## config.mk

```make
export PLATFORM = sky130hd
export DESIGN_NAME = button_event_gen
export DESIGN_NICKNAME = d
export VERILOG_FILES = /design/src/rtl/btn_pkg.sv /design/src/rtl/btn_debounce_ch.sv /design/src/rtl/button_event_gen.sv
export SDC_FILE = /design/constraint.sdc
export NUM_CORES = 1
export LEC_CHECK = 0
export CAP_MARGIN = 20
export CORE_MARGIN = 3
export CORE_UTILIZATION = 40
export CTS_CLUSTER_DIAMETER = 40
export DETAILED_ROUTE_END_ITERATION = 12
export GPL_ROUTABILITY_DRIVEN = 0
export GPL_TIMING_DRIVEN = 0
export PLACE_DENSITY_LB_ADDON = 0.3
export SLEW_MARGIN = 20
export SYNTH_ARGS = -nofsm -noshare
export SYNTH_HDL_FRONTEND = slang
export SYNTH_SLANG_ARGS = --single-unit
```

## constraint.sdc

```tcl
create_clock -name CLK -period 2.26 [get_ports CLK]
set_clock_uncertainty 0.15 [all_clocks]
set_input_delay 0.226 -clock CLK [delete_from_list [all_inputs] [get_ports CLK]]
set_output_delay 0.226 -clock CLK [all_outputs]
set_load 0.005 [all_outputs]
```

## src/rtl/btn_pkg.sv

```systemverilog
// btn_pkg: shared channel state encoding and counter sizing for the button event front end.
package btn_pkg;
   typedef enum logic [1:0] {REL, PRESS_PEND, HELD, REL_PEND} btn_state_e;
   function automatic int cnt_width(input int a, input int b, input int c);
      int m;
      m = a > b ? a : b;
      m = m > c ? m : c;
      return $clog2(m) + 1;
   endfunction
endpackage

```

## src/rtl/btn_debounce_ch.sv

```systemverilog
// btn_debounce_ch: one button channel (2-flop sync, polarity, debounce FSM, press pulse).
// Auto-repeat while held is built only when BTN_AUTO_REPEAT_EN is defined.
module btn_debounce_ch
   import btn_pkg::*;
#(
   parameter int DEBOUNCE_CYCLES = 250000,
   parameter bit ACTIVE_LOW      = 1'b1,
   parameter int REPEAT_DELAY    = 25000000,
   parameter int REPEAT_PERIOD   = 5000000
) (
   input  logic clk,
   input  logic rst,
   input  logic raw,
   output logic level,
   output logic pulse,
   output logic fire
);
   localparam int CW = cnt_width(DEBOUNCE_CYCLES, REPEAT_DELAY, REPEAT_PERIOD);
   localparam logic [CW-1:0] ONE = CW'(1);
   localparam logic [CW-1:0] DB_LAST = CW'(DEBOUNCE_CYCLES - 1);
   btn_state_e state, state_nxt;
   logic [CW-1:0] cnt, cnt_nxt;
   logic [1:0] sync;
   logic s;
   assign s = sync[1] ^ ACTIVE_LOW;
`ifdef BTN_AUTO_REPEAT_EN
   localparam logic [CW-1:0] RD_LAST = CW'(REPEAT_DELAY - 1);
   localparam logic [CW-1:0] RP_LAST = CW'(REPEAT_PERIOD - 1);
   logic rep, rep_nxt;
   always_ff @(posedge clk) rep <= rst ? 1'b0 : rep_nxt;
`endif
   always_comb begin
      state_nxt = state;
      cnt_nxt   = cnt;
      fire      = 1'b0;
`ifdef BTN_AUTO_REPEAT_EN
      rep_nxt   = (state == HELD) & rep;
`endif
      unique case (state)
         REL: begin
            if (s) begin
               state_nxt = PRESS_PEND;
               cnt_nxt   = ONE;
            end
         end
         PRESS_PEND: begin
            if (!s) begin
               state_nxt = REL;
               cnt_nxt   = '0;
            end else if (cnt == DB_LAST) begin
               state_nxt = HELD;
               cnt_nxt   = '0;
               fire      = 1'b1;
            end else cnt_nxt = cnt + ONE;
         end
         HELD: begin
            if (!s) begin
               state_nxt = REL_PEND;
               cnt_nxt   = ONE;
            end
`ifdef BTN_AUTO_REPEAT_EN
            else if (cnt == (rep ? RP_LAST : RD_LAST)) begin
               cnt_nxt = '0;
               rep_nxt = 1'b1;
               fire    = 1'b1;
            end else cnt_nxt = cnt + ONE;
`endif
         end
         REL_PEND: begin
            if (s) begin
               state_nxt = HELD;
               cnt_nxt   = '0;
            end else if (cnt == DB_LAST) begin
               state_nxt = REL;
               cnt_nxt   = '0;
            end else cnt_nxt = cnt + ONE;
         end
      endcase
   end
   always_ff @(posedge clk) begin
      if (rst) begin
         sync  <= {2{ACTIVE_LOW}};
         state <= REL;
         cnt   <= '0;
         level <= 1'b0;
         pulse <= 1'b0;
      end else begin
         sync  <= {sync[0], raw};
         state <= state_nxt;
         cnt   <= cnt_nxt;
         level <= (state_nxt == HELD) || (state_nxt == REL_PEND);
         pulse <= fire;
      end
   end
endmodule

```

## src/rtl/button_event_gen.sv

```systemverilog
// button_event_gen: debounced press events for NUM_BTN buttons plus a combined event flag.
// Define BTN_AUTO_REPEAT_EN to re-fire events while a button stays held.
module button_event_gen
   import btn_pkg::*;
#(
   parameter int NUM_BTN         = 12,
   parameter int DEBOUNCE_CYCLES = 250000,
   parameter bit ACTIVE_LOW      = 1'b1,
   parameter int REPEAT_DELAY    = 25000000,
   parameter int REPEAT_PERIOD   = 5000000
) (
   input  logic               CLK,
   input  logic               RST,
   input  logic [NUM_BTN-1:0] btn_raw,
   output logic [NUM_BTN-1:0] event_pulse,
   output logic [NUM_BTN-1:0] btn_level,
   output logic               event_any
);
   logic [NUM_BTN-1:0] fire;
   for (genvar i = 0; i < NUM_BTN; i++) begin : g_ch
      btn_debounce_ch #(
         .DEBOUNCE_CYCLES(DEBOUNCE_CYCLES),
         .ACTIVE_LOW     (ACTIVE_LOW),
         .REPEAT_DELAY   (REPEAT_DELAY),
         .REPEAT_PERIOD  (REPEAT_PERIOD)
      ) u_ch (
         .clk  (CLK),
         .rst  (RST),
         .raw  (btn_raw[i]),
         .level(btn_level[i]),
         .pulse(event_pulse[i]),
         .fire (fire[i])
      );
   end
   always_ff @(posedge CLK) event_any <= RST ? 1'b0 : |fire;
endmodule

```

## After elaboration in Yosys (flattened, before gate mapping)

Index checks and enable logic that the tools add are counted.
W data, S select, Z words.

| word-level totals | value |
|---|---|
| flip-flop bits (word level) | 385 |
| latch bits | 0 |
| memory bits (writable) | 0 |
| ROM bits | 0 |
| input bits | 14 |
| output and inout bits | 25 |
| logic and storage cells | 398 |
| memories kept | 0 |

| cells by class | value |
|---|---|
| add/sub/neg operators | 12 |
| multiply operators | 0 |
| divide/modulo/power cells | 0 |
| magnitude comparators | 0 |
| equality and inequality tests | 96 |
| shift-type cells | 0 |
| muxes and demuxes | 192 |
| bitwise gates (word level) | 0 |
| reduce and logical (&&, ||, !) cells | 37 |

Operators by type and width:

| kind | number |
|---|---|
| $mux W26 | 60 |
| $pmux W26 S4 | 12 |
| $add A26 B1 Y26 const B | 12 |
| $eq A26 B18 Y1 const B | 12 |
| $mux W2 | 72 |
| $eq A2 B2 Y1 const B | 48 |
| $pmux W2 S4 | 12 |
| $mux W1 | 36 |
| $eq A2 B1 Y1 const B | 12 |
| $logic_not A2 Y1 | 12 |
| $ne A2 B1 Y1 const B | 12 |
| $ne A2 B2 Y1 const B | 12 |
| $reduce_and A2 Y1 | 12 |
| $logic_or A1 B1 Y1 | 12 |
| $reduce_or A12 Y1 | 1 |

## Depth between registers and ports, before layout

| depth | value |
|---|---|
| depth in word-level cells | 6 |
| depth in mapped cells | 9 |
| depth with buffers taken out | 6 |

## By module

From an unflattened synthesis, not the netlist that was laid out.

| unflattened totals | value |
|---|---|
| cells, all modules | 2,100 |
| area, all modules | 17,863.4 sq um |

Modules (own cells, without submodules):

| module | times used | cells an instance | area each (sq um) | seq. area each (sq um) |
|---|---|---|---|---|
| btn_debounce_ch at g_ch[0].u_ch ... | 11 | 174 | 1,480.2 | 620.6 |
| btn_debounce_ch at g_ch[9].u_ch | 1 | 181 | 1,536.5 | 640.6 |
| button_event_gen | 1 | 5 | 45.0 | 20.0 |

## Worst setup path after synthesis

OpenSTA, ideal clock, no wires.

| timing path | value |
|---|---|
| kind | reg-to-reg |
| start point | register g_ch[7].u_ch.cnt[7] |
| end point | register g_ch[7].u_ch.cnt[18] |
| library setup time | 0.139 ns |
| arrival | 1.931 ns |
| data required time | 1.971 ns |
| slack | 0.041 ns |
| stages on the path, launching flop included | 8 |
| buffers on the path | 2 |
| clock period less this slack | 2.219 ns |
| path through | dfxtp_1 -> or4b_1 -> or4_1 -> o211a_1 -> buf_6 -> buf_6 -> a31oi_1 -> a311oi_1 |

| between the ends | value |
|---|---|
| cells in the longest elaborated chain, start to end | 4 |
| elaborated cells between the ends (all ways) | 6 |
| classes of those cells | 1 x add/sub; 1 x eq/ne; 4 x mux |

Ends and longest elaborated chain:

| what | RTL line | source |
|---|---|---|
| from (decl) | btn_debounce_ch.sv:22 | `logic [CW-1:0] cnt, cnt_nxt;` |
| from (signal assigned) | btn_debounce_ch.sv:90 | `cnt <= cnt_nxt;` |
| $add A26 B1 Y26 / $eq A26 B18 Y1 (equally long branches) | n/a |  |
| $mux W26 (*) | btn_debounce_ch.sv:50, btn_debounce_ch.sv:73 |  |
| $mux W26 (on tied branches) | btn_debounce_ch.sv:70, btn_debounce_ch.sv:47 |  |
| $pmux W26 S4 (*) | btn_debounce_ch.sv:39 | `unique case (state)` |

Mark *: on every way between the ends. The rest lies on a longest branch, timed or not.
A chain may end at the register's enable or synchronous reset.

## Worst setup path in the final report

| timing path | value |
|---|---|
| start point | register g_ch[7].u_ch.cnt[5] |
| end point | register g_ch[7].u_ch.cnt[18] |

The elaborated chain is that of the path after synthesis.

==> results.cfg <==
[critical_path]
crit_buf_inv = 2
criticalPathCategory = reg2reg
max_stage_delay_ns = 0.52
cp-end-kind = flop
r2r-end = g_ch[7].u_ch.cnt[18]
crit_slowest_cell = or4b_4
r2r_cells = 7
cp-start-kind = flop
critPathArrivalTime_ns = 2.74
cp_cell_sequence = or4b_4, or4_4, o211a_4, buf_16, buf_6, o21ai_0, a311oi_2
critPathTopFamily = simple AND/OR/NAND/NOR gates
worstReg2RegStart = g_ch[7].u_ch.cnt[5]
crit_required_ns = 2.55
reg2reg_slack_ns = -0.20
path_max_fanout = 5

[routing]
post_drt_wl_per_cell_microns = 17.9
num_vias = 18400
firstDrtPassIters = 8
drc = 0
antenna_left = 0
via_per_inst = 5.96
drt_iter0_drc = 1639
routed_wl_microns = 55300

[timing]
worst_pin_slew_ns = 1.08
maxSlewViolCount = 0
hold_violations = 0
setup_violations = 26
setup_ws_ns = -0.197
hold_ws_ns = 0.0509
relSlewSlack_pct = 28.0
tns_ns = -3.37
fmax_ghz = 0.407
finalCritPeriodShare_pct = 109
timing.final.crit_period_ns = 2.46
rsz0062_at_grt = yes

[layout]
post-route-cell-area_sq_mm = 0.0237
drive_above_1_share_pct = 18.1
final_net_count = 2459
synthToLayoutAreaGrowth_pct = 26.0
multi_input_area_sq_mm = 0.0111
ff_latch_area_sq_mm = 0.00774
fillCellCount = 4110
fin_util_pct = 51.6

[hold_path]
worstHoldEndpoint = g_ch[9].u_ch.sync[0]
hold_start = btn_raw[9]
min_path_type = in2reg
hold_depth = 2

[logic_synthesis]
synth_nets = 2306
ys_ff_latch = 385
synth-edff-count = 0
avgSynthCellArea_sq_um = 8.27
synth_area_leaders = dfxtp_1 41%, nor2_1 5.2%, a311oi_1 4.2%
synth_most_common_cell = dfxtp_1
ys_seq_area_share_pct = 40.9
synth.top_cell.area_share_pct = 40.9
ys_types = 75
ys_warn_count = 0
syn_area_sq_mm = 0.0188
async_reset_ff_share_pct = 0
synth_ff_type = dfxtp_1
yosys.area.top_type = dfxtp_1
synth_common_cells = 385 x dfxtp_1, 261 x nor2_1, 190 x nand2_1
syn_inst = 2280

[run_status]
failed_checks = negative setup slack
status = complete, but fails checks

[place]
dp_hpwl_microns = 35500
io_buffers = 37
place_ws_ns = -1.05
place_area_sq_mm = 0.0200

[global_routing]
grt_max_degree = 12
antenna_found_initial = 1
gr-total-overflow = 0
grt_pass1_wl_microns = 86500
grt.total_usage_pct = 20.8
grt_pass1_vias = 16800

[power_and_ir_drop]
ir_worst_vdd_mv = 0.506
pwr-share-clk_pct = 58.4
p_int_w = 0.0138
pwr-share-comb_pct = 3.0
p_switching_w = 0.00405
sw_frac_of_total_pct = 22.8
power.share.sequential_pct = 38.6
power.density_mw_per_mm2 = 750
p_leak_nw = 7.81

[flow_run]
max_cap_viol_count = 0

[clock_tree]
numCtsBuffers = 68
path_clk_slew_ns = 0.05
cts-root-buf = clkbuf_16
cts_max_level = 3
cts_tree = built
cts_sinks = 385
cts_max_path_buffers = 3
hold_buffers = 0
clk_latency_ns = 0.59

[floorplan]
placeableCoreArea_sq_mm = 0.0460
io-pin-count = 39
dieArea_sq_mm = 0.0498
row_count = 78
die_w_microns = 223
initial_core_util_pct = 41.0
die_h_microns = 223
==> through the flow <==
step | std cells | power, W
finish | 3087 | 0.0178
CTS | 3061 | 0.0179
floorplan | 2280 | 0.00728
detailed placement | 2917 | 0.00748
global placement | 2917 | 0.00748
global route | 3086 | 0.0183
==> area by class of cell <==
type                            instances  area share, %
Antenna cell                            1         0.0105
Clock inverter                         34           1.77
Multi-Input combinational cell       1703           46.7
Inverter                               46          0.727
Timing Repair Buffer                  100           3.85
Sequential cell                       385           32.6
Tap cell                              600           3.16
Clock buffer                           89           8.02
Buffer                                129           3.14
==> power groups by stage <==
stage	combinational (W)	sequential [W]	clock [W]
5_1_grt	0.000563	0.00687	0.0109
4_1_cts	0.000501	0.00687	0.0106
2_1_floorplan	0.000280	0.00700	0
6_report	0.000527	0.00687	0.0104
3_5_place_dp	0.000475	0.00701	0
3_3_place_gp	0.000472	0.00701	0
==> logic make-up (layout without fill, tap and decap cells) <==
family / after synthesis / in the layout / share of synthesized area, %
mux: 11 / 11 / 0.584
xor+xnor: 150 / 150 / 6.97
buf+inv: 192 / 398 / 4.59
fa+ha+maj: 12 / 12 / 0.797
simple gates: 1084 / 1084 / 29.8
flops: 385 / 385 / 40.9
other cells: 0 / 1 / 0
compound gates: 446 / 446 / 16.4
==> per-layer routing <==
layer	track usage, %	up-vias	part of all wire (%)
li1	-	8775	-
met1	28.0	8682	44
met2	31.9	784	45
met3	4.67	162	7.7
met4	9.47	0	3.9
met5	0	-	0
==> sequential cells by signal (all words and copies together) (netlist names) <==
name / count
event_any: 1
g_ch.u_ch.cnt: 312
g_ch.u_ch.level: 12
g_ch.u_ch.pulse: 12
g_ch.u_ch.state: 24
g_ch.u_ch.sync: 24
==> worst reg2reg max path, cell delays in order, from the launching register on <==
cell      delay (ns)
dfxtp_4         0.34
or4b_4          0.52
or4_4           0.47
o211a_4         0.29
buf_16          0.15
buf_6           0.13
o21ai_0         0.12
a311oi_2        0.14
==> cell usage in the layout, fill, tap and decap left out, types with 12 or more instances in the layout <==
| cell | Yosys | final |
|---|---|---|
| dfxtp_1 | 385 | 362 |
| clkbuf_2 | 0 | 15 |
| nor4_1 | 80 | 63 |
| nand2b_1 | 15 | 15 |
| nor4b_1 | 23 | 15 |
| nand4_1 | 97 | 97 |
| a21oi_2 | 0 | 15 |
| clkbuf_16 | 0 | 70 |
| clkdlybuf4s50_1 | 0 | 37 |
| nor3_1 | 72 | 56 |
| a41oi_1 | 22 | 19 |
| o211ai_1 | 12 | 12 |
| dfxtp_2 | 0 | 21 |
| a21oi_1 | 120 | 102 |
| and4_1 | 32 | 29 |
| a211oi_1 | 13 | 13 |
| or3_1 | 18 | 17 |
| a311oi_1 | 91 | 88 |
| nor2_1 | 261 | 257 |
| nand2_1 | 190 | 188 |
| xor2_1 | 72 | 71 |
| nand3_1 | 135 | 127 |
| clkbuf_1 | 96 | 66 |
| and2_1 | 24 | 22 |
| or2_2 | 37 | 37 |
| o21ai_0 | 62 | 57 |
| buf_4 | 24 | 92 |
| xnor2_1 | 78 | 75 |
| inv_1 | 46 | 46 |
| a31oi_1 | 31 | 28 |
| and3_1 | 55 | 49 |
==> worst max-delay path by stage <==
stage,start,endpoint,depth (start not counted)
after global placement,RST,g_ch[8].u_ch.level,5
final,g_ch[7].u_ch.cnt[5],g_ch[7].u_ch.cnt[18],7
after CTS,g_ch[7].u_ch.cnt[5],g_ch[7].u_ch.cnt[13],8
after global routing,g_ch[7].u_ch.cnt[5],g_ch[7].u_ch.cnt[18],7
after floorplan,g_ch[7].u_ch.cnt[7],g_ch[7].u_ch.cnt[18],7
after detailed placement,RST,g_ch[6].u_ch.cnt[1],5
==> timing repair <==
item                                    CTS  global route
gates cloned                              6             0
resized for setup                       130           143
buffers inserted                         23            36
pin swaps                                30            34
endpoints found under the setup margin  295           283
(Power assumes the default switching activity.)
